[src/rtl/mult_div_unit.sv]
// rtl/mult_div_unit.sv - iterative signed multiply/divide with HI/LO result registers
// Optional macro MULDIV_EARLY_TERM_EN: multiply stops once the remaining multiplier is zero.
module mult_div_unit #(
  parameter int WIDTH = 32
) (
  input  logic             clck,
  input  logic             reset_n,
  input  logic [1:0]       MulCtrl,
  input  logic [1:0]       DivCtrl,
  input  logic [WIDTH-1:0] A,
  input  logic [WIDTH-1:0] B,
  output logic [WIDTH-1:0] Hi,
  output logic [WIDTH-1:0] Lo,
  output logic             busy,
  output logic             done,
  output logic             DivZeroOP
);

  localparam int CW = $clog2(WIDTH);

  typedef enum logic [1:0] {S_IDLE, S_MUL, S_DIV, S_FIX} state_t;

  state_t             state;
  logic [2*WIDTH-1:0] mcand;
  logic [2*WIDTH-1:0] acc;
  logic [WIDTH:0]     mplier;
  logic [WIDTH:0]     divisor;
  logic [CW-1:0]      cnt;
  logic               sign_a;
  logic               sign_b;
  logic               is_div;
  logic               div_zero;

  // One extra bit so the magnitude of the most negative operand is representable.
  logic [WIDTH:0] a_ext, b_ext, abs_a, abs_b;
  assign a_ext = {A[WIDTH-1], A};
  assign b_ext = {B[WIDTH-1], B};
  assign abs_a = A[WIDTH-1] ? -a_ext : a_ext;
  assign abs_b = B[WIDTH-1] ? -b_ext : b_ext;

  logic               start;
  logic               mul_req;
  assign mul_req = (MulCtrl == 2'b01);
  assign start   = mul_req || (DivCtrl == 2'b01);

  logic [2*WIDTH-1:0] mul_next;
  logic               mul_last;
  assign mul_next = mplier[0] ? acc + mcand : acc;
`ifdef MULDIV_EARLY_TERM_EN
  assign mul_last = (mplier[WIDTH:1] == '0);
`else
  assign mul_last = (cnt == CW'(WIDTH - 1));
`endif

  // acc holds {remainder, quotient}; dividend bits enter from the top of mcand.
  logic [WIDTH:0]     div_trial;
  logic               div_ge;
  logic [WIDTH-1:0]   div_rem;
  logic [2*WIDTH-1:0] div_next;
  assign div_trial = {acc[2*WIDTH-1:WIDTH], mcand[WIDTH-1]};
  assign div_ge    = (div_trial >= divisor);
  assign div_rem   = div_ge ? WIDTH'(div_trial - divisor) : div_trial[WIDTH-1:0];
  assign div_next  = {div_rem, acc[WIDTH-2:0], div_ge};

  logic [2*WIDTH-1:0] prod_s;
  logic [WIDTH-1:0]   quo_s;
  logic [WIDTH-1:0]   rem_s;
  assign prod_s = (sign_a ^ sign_b) ? -acc : acc;
  assign quo_s  = (sign_a ^ sign_b) ? -acc[WIDTH-1:0] : acc[WIDTH-1:0];
  assign rem_s  = sign_a ? -acc[2*WIDTH-1:WIDTH] : acc[2*WIDTH-1:WIDTH];

  always_ff @(posedge clck or negedge reset_n) begin
    if (!reset_n) begin
      state     <= S_IDLE;
      mcand     <= '0;
      acc       <= '0;
      mplier    <= '0;
      divisor   <= '0;
      cnt       <= '0;
      sign_a    <= 1'b0;
      sign_b    <= 1'b0;
      is_div    <= 1'b0;
      div_zero  <= 1'b0;
      Hi        <= '0;
      Lo        <= '0;
      busy      <= 1'b0;
      done      <= 1'b0;
      DivZeroOP <= 1'b0;
    end else begin
      done      <= 1'b0;
      DivZeroOP <= 1'b0;
      case (state)
        S_IDLE: begin
          if (start) begin
            mcand    <= {{(WIDTH-1){1'b0}}, abs_a};
            mplier   <= abs_b;
            divisor  <= abs_b;
            sign_a   <= A[WIDTH-1];
            sign_b   <= B[WIDTH-1];
            acc      <= '0;
            cnt      <= '0;
            busy     <= 1'b1;
            is_div   <= !mul_req;
            div_zero <= 1'b0;
            if (mul_req) begin
              state <= S_MUL;
`ifdef MULDIV_EARLY_TERM_EN
              if (abs_b == '0) state <= S_FIX;
`endif
            end else if (B == '0) begin
              div_zero <= 1'b1;
              state    <= S_FIX;
            end else begin
              state <= S_DIV;
            end
          end
        end
        S_MUL: begin
          acc    <= mul_next;
          mcand  <= mcand << 1;
          mplier <= mplier >> 1;
          cnt    <= cnt + CW'(1);
          if (mul_last) state <= S_FIX;
        end
        S_DIV: begin
          acc   <= div_next;
          mcand <= mcand << 1;
          cnt   <= cnt + CW'(1);
          if (cnt == CW'(WIDTH - 1)) state <= S_FIX;
        end
        S_FIX: begin
          busy  <= 1'b0;
          done  <= 1'b1;
          state <= S_IDLE;
          if (div_zero) begin
            DivZeroOP <= 1'b1;
          end else if (is_div) begin
            Hi <= rem_s;
            Lo <= quo_s;
          end else begin
            Hi <= prod_s[2*WIDTH-1:WIDTH];
            Lo <= prod_s[WIDTH-1:0];
          end
        end
        default: state <= S_IDLE;
      endcase
    end
  end

endmodule

[config.mk]
export PLATFORM = sky130hd
export DESIGN_NAME = mult_div_unit
export DESIGN_NICKNAME = d
export VERILOG_FILES = /design/src/rtl/mult_div_unit.sv
export SDC_FILE = /design/constraint.sdc
export NUM_CORES = 1
export LEC_CHECK = 0
export BUFFER_PORTS_ARGS = -buffer_cell sky130_fd_sc_hd__buf_2
export CAP_MARGIN = 10
export CORE_MARGIN = 2
export CORE_UTILIZATION = 40
export CTS_CLUSTER_DIAMETER = 150
export DETAILED_ROUTE_END_ITERATION = 8
export SETUP_SLACK_MARGIN = 0.05
export SKIP_LAST_GASP = 1
export SLEW_MARGIN = 20
export SYNTH_ARGS = -nofsm -noshare
export SYNTH_HDL_FRONTEND = slang
export SYNTH_SLANG_ARGS = --single-unit
export TNS_END_PERCENT = 100
[constraint.sdc]
create_clock -name clck -period 4 [get_ports clck]
set_input_delay 0.8 -clock clck [delete_from_list [all_inputs] [get_ports clck]]
set_output_delay 0.8 -clock clck [all_outputs]
set_load 0.02 [all_outputs]
=== After elaboration in Yosys (flattened, before gate mapping) ===
Index checks and enable logic that the tools add are counted.

* Register bits: 272

* Add/subtract/negate cells: 8
* Magnitude comparators: 1
* Eq/ne operators: 9
* Muxes and demuxes: 29
* Bitwise operators: 2
* Reduce and logical (&&, ||, !) cells: 16

{| class="wikitable"
|+ Operators with widths
! operator !! count
|-
| $mux 64 || 4
|-
| $pmux 64 s3 || 1
|-
| $mux 32 || 5
|-
| $pmux 64 s2 || 1
|-
| $mux 33 || 3
|-
| $neg 33->33 || 2
|-
| $pmux 33 s2 || 1
|-
| $add 64x64->64 || 1
|-
| $neg 32->32 || 2
|-
| $neg 64->64 || 1
|-
| $ge 33x33->1 || 1
|-
| $logic_not 32->1 || 1
|-
| $sub 32x32->32 || 1
|-
| $reduce_and 2->1 || 6
|-
| $pmux 5 s2 || 1
|-
| $mux 1 || 7
|-
| $eq 2x1->1 const B || 3
|-
| $mux 2 || 3
|-
| $pmux 2 s3 || 1
|-
| $reduce_bool 2->1 || 3
|-
| $add 5x1->5 const B || 1
|-
| $eq 5x5->1 const B || 1
|-
| $mux 5 || 1
|-
| $eq 2x2->1 const B || 2
|-
| 11 further kinds || 12
|}

=== Longest topological paths before layout ===
* Depth in word-level cells: 5
* Gate-level depth with buffers: 15
* Mapped depth without buffers: 14

=== Worst setup path after synthesis ===
Ideal clock, no wire load.

* Path type: input-to-reg
* Start: in A[6]
* End: reg mcand[29]
* Arrival: 3.203 ns
* Required time: 3.896 ns
* Path slack: 0.693 ns
* Stages: 8
* Path through: or4_4 > or4_1 > nand2b_1 > or3_1 > or2_2 > o41ai_2 > xor2_1 > o311ai_1

* Longest elaborated chain between the ends: 4

{| class="wikitable"
|+ RTL lines
! element !! RTL line !! RTL
|-
| start, declared || 10 || <nowiki>input logic [WIDTH-1:0] A,</nowiki>
|-
| $neg 33->33 || 38 || <nowiki>assign abs_a = A[WIDTH-1] ? -a_ext : a_ext;</nowiki>
|-
| $mux 33 || 38 ||
|-
| $mux 64 || 94 || <nowiki>if (start) begin</nowiki>
|-
| $pmux 64 s2 || 92 || <nowiki>case (state)</nowiki>
|-
| end signal, assigned || 95 || <nowiki>mcand <= {{(WIDTH-1){1'b0}}, abs_a};</nowiki>
|-
| end signal, assigned || 120 || <nowiki>mcand <= mcand << 1;</nowiki>
|-
| end signal, assigned || 127 || <nowiki>mcand <= mcand << 1;</nowiki>
|-
| end, declared || 24 || <nowiki>logic [2*WIDTH-1:0] mcand;</nowiki>
|}

No other way between the ends. The select of a mux whose other input is x is not followed.
A chain may end at the register's enable or synchronous reset.

=== Final worst setup path ===
* Start: reg acc[0]
* End: reg acc[52]

* Longest elaborated chain between the ends: 3

{| class="wikitable"
|+ RTL lines
! element !! RTL line !! RTL
|-
| start, declared || 25 || <nowiki>logic [2*WIDTH-1:0] acc;</nowiki>
|-
| start signal, assigned || 119 || <nowiki>acc <= mul_next;</nowiki>
|-
| start signal, assigned || 126 || <nowiki>acc <= div_next;</nowiki>
|-
| $add 64x64->64 || 48 || <nowiki>assign mul_next = mplier[0] ? acc + mcand : acc;</nowiki>
|-
| $mux 64 || 48 ||
|-
| $pmux 64 s3 || 92 ||
|}

No other way between the ends. The select of a mux whose other input is x is not followed.

==> results by group <==
Finish
  • Share of cells above drive strength 1: 0.1264
  • Most frequent cells in the layout: 328 x nand2_1, 293 x o21ai_0, 272 x dfrtp_1, 193 x a21oi_1, 141 x nor2_1
  • Most common cell after layout, fill and taps aside: nand2_1
  • Layout area overhead: 14.43%
  • Final Net Count: roughly 2,600

Detailed routing
  • Post-route ant nets: 0
  • Drt first pass iters: 6
  • DRC: 0
  • DR iter-0 viols: ~1,400
  • Drt wl/cell: between 15 and 20 µm
  • Vias: roughly 18,000
  • Vias/cell: ~5.7
  • WL final: roughly 59 mm

STA
  • Relative slew slack: 0.4468
  • Final clock skew: 0.01435 ns
  • Setup TNS: 0 ns
  • Unrepaired setup endpoints after global routing: no
  • Slew @ Worst Pin: 0.8278 ns
  • Hold Fails Final Rpt: 0
  • Final period demand of the worst path: around 3.6 ns
  • Fin. max-slew vios: 0
  • PnR worst setup slack: roughly 0.35 ns
  • Achievable frequency: between 0.2 and 0.3 GHz
  • Tcrit/Tclk final: 0.9121
  • Finish-stage setup viols: 0

Floorplanning
  • Die Y: 223.5 µm
  • Num rows: 80
  • Full die area: between 40,000 and 50,000 µm²
  • Initial Util: 0.4046
  • Die width: between 200 and 250 µm
  • Core area: ~48,000 µm²
  • I/O pins: about 140

GRT
  • Largest net degree at the start of global routing: between 70 and 80
  • Vias in the first global route: around 17,000
  • First-pass GRT wire length: roughly 94 mm
  • Global Route Usage Sum: 0.2345
  • Initial antenna violation count: 1
  • GRT Max-Usage Layer: met2
  • GR Layer Usage met2: 0.3587
  • Met1 global-route usage: 0.3485
  • Global route overflow: 0
  • Met3 usage: 0.03161

Clocking
  • H-tree depth: 2
  • Post-CTS Setup Bufs: 0
  • Sink Count: 272
  • Clock buffer depth: 3
  • CTS tree: yes
  • Num CTS Buffers: 35
  • Clk slew on worst S/H paths: about 0.07 ns
  • Root Driver: clkbuf_16
  • CTS Hold Bufs: 0
  • Resize count post-CTS: 0
  • Worst-Skew Late Latency: 0.55 ns

Synth
  • Ys Warns: 0
  • Synth Area in Compound Gates: 0.2608
  • Post-synthesis register bit count: ~270
  • Largest family of logic cells by synthesized area: compound AO/OA/AOI/OAI gates
  • Simple-gate portion of the synthesized area: 0.1669
  • Mux cell area share after synthesis: 0.01590
  • Post-Syn Instances: between 2,000 and 2,500
  • Fraction of registers with async set/reset: 1.000
  • Mapped cell area: around 19,000 µm²
  • Adder-cell share of the synthesized area: 0.07087
  • Distinct cell type count of the synthesized netlist: 80
  • Number of synthesized flops with an enable pin: 0
  • Main synth FF type: dfrtp_1
  • Syn nets: 2,501
  • Post-synthesis sequential area ratio: 0.3531
  • Mean Syn Cell Area: slightly above 8 µm²
  • Xor-xnor portion of the synthesized cell area: 0.09222

Min path
  • HP Class: input port to asynchronous set/reset pin

Worst setup path
  • Setup crit end kind: flop
  • Critical Path AT: a little over 4 ns
  • Worst Path Class, Setup: flop to flop
  • Largest fanout on the critical path: 5
  • Critical Path Start Type: flop
  • Worst EP required: approximately 4.4 ns

Place
  • IO Port Bufs: ~140
  • Routability Congestion: roughly 0.9
  • DP HPWL: between 40 and 50 mm
  • Pre-CTS setup slack: approximately 0.3 ns

Power
  • Pwr Density: ~1000 nW/µm²
  • Leakage: around 10 nW
  • Worst VDD drop: 0.5050 mV

Flow run
  • Max Cap Violations: 0

Outcome
  • Status: finished, final reports clean
## metrics by stage
step | util | std cells | instance area [µm²] | total power [W] | hold WS, ns
after floorplan | - | 2323 | 19280 | 0.01538 | 0.4446
after CTS | 0.4628 | 3083 | 22050 | 0.02306 | 0.2118
after global routing | 0.4629 | 3084 | 22060 | 0.02509 | 0.2409
after global placement | 0.4383 | 3019 | 20880 | 0.01957 | 0.4569
after detailed placement | 0.4383 | 3019 | 20880 | 0.01972 | 0.4654
final | 0.4630 | 3085 | 22060 | 0.02302 | 0.1960
## logic make-up (layout without fill, tap and decap cells)
family          Yosys count  in the layout
xor+xnor                203            203
flops                   272            272
compound gates          808            808
buf+inv                 203            348
mux                      30             30
other cells               0              2
simple gates            699            699
fa+ha+maj               108            108
## layout make-up
type / count / area, µm²
antenna: 2 / 5.005
clock buffer: 45 / 963.4
clock inverter: 19 / 206.4
fill: 4716 / 25590
inverter: 73 / 274.0
multi-input combinational: 1848 / 11760
sequential: 272 / 6807
tap: 615 / 769.5
timing repair buffer: 211 / 1279
## state kept, by name, summed over array words and instances (netlist names)
| register | cells |
|---|---|
| sign_a | 1 |
| mplier | 33 |
| done | 1 |
| acc | 64 |
| Hi | 32 |
| div_zero | 1 |
| cnt | 5 |
| Lo | 32 |
| DivZeroOP | 1 |
| mcand | 64 |
| state | 2 |
| divisor | 33 |
| sign_b | 1 |
| busy | 1 |
| is_div | 1 |
## cells in the mapped netlist (20+ instances only)
cell type / n / area, µm²
nand2_1: 330 / 1239
o21ai_0: 294 / 1471
dfrtp_1: 272 / 6807
a21oi_1: 193 / 965.9
nor2_1: 141 / 529.3
xor2_1: 124 / 1086
clkbuf_1: 113 / 424.2
ha_1: 106 / 1326
xnor2_1: 79 / 691.9
inv_1: 72 / 270.3
a21o_1: 46 / 345.3
a22o_1: 43 / 376.6
a22oi_1: 36 / 270.3
nand3_1: 32 / 160.2
nor3_1: 30 / 150.1
o31ai_1: 26 / 195.2
mux2i_1: 25 / 250.2
nand2b_1: 23 / 143.9
a31oi_1: 22 / 137.6
nand4_1: 20 / 125.1
## power breakdown
part | total [W] | internal (W) | switching [W]
registers | 0.00496 | 0.00387 | 0.00109
clock network | 0.00323 | 0.00192 | 0.00131
logic | 0.0148 | 0.00564 | 0.00920
total | 0.0230 | 0.0114 | 0.0116
## layer usage
layer,wire length (µm),vias to the layer above,share of wire
met5,0,-,0
met4,1139,0,0.019
met3,3311,79,0.056
met2,25460,486,0.43
met1,28770,8500,0.49
li1,-,8629,-
## critical path: stages (launching register included)
cell and delay [ns]:
dfrtp_1 0.46, ha_1 0.25, inv_1 0.07, fa_1 0.37, nand2b_1 0.19, a21oi_1 0.22
o2111ai_1 0.24, a21oi_1 0.26, o211ai_1 0.19, a211o_1 0.37, a211o_1 0.30, o21ai_0 0.20
xor2_1 0.10, a221o_1 0.32
## worst paths after layout
| path | end | slack (ns) | cells after the start | from |
|---|---|---|---|---|
| max in group asynchronous | Lo[8] | 2.87 | 2 | reset_n |
| worst min register to register | Lo[20] | 0.47 | 2 | Lo[20] |
| worst min-delay path | DivZeroOP | 0.20 | 1 | reset_n |
| worst max register to register | acc[52] | 0.35 | 13 | acc[0] |
| worst max-delay path | acc[52] | 0.35 | 13 | acc[0] |
| min in group clck | Lo[20] | 0.47 | 2 | Lo[20] |
Note: power is estimated with default switching activity, not from simulation.
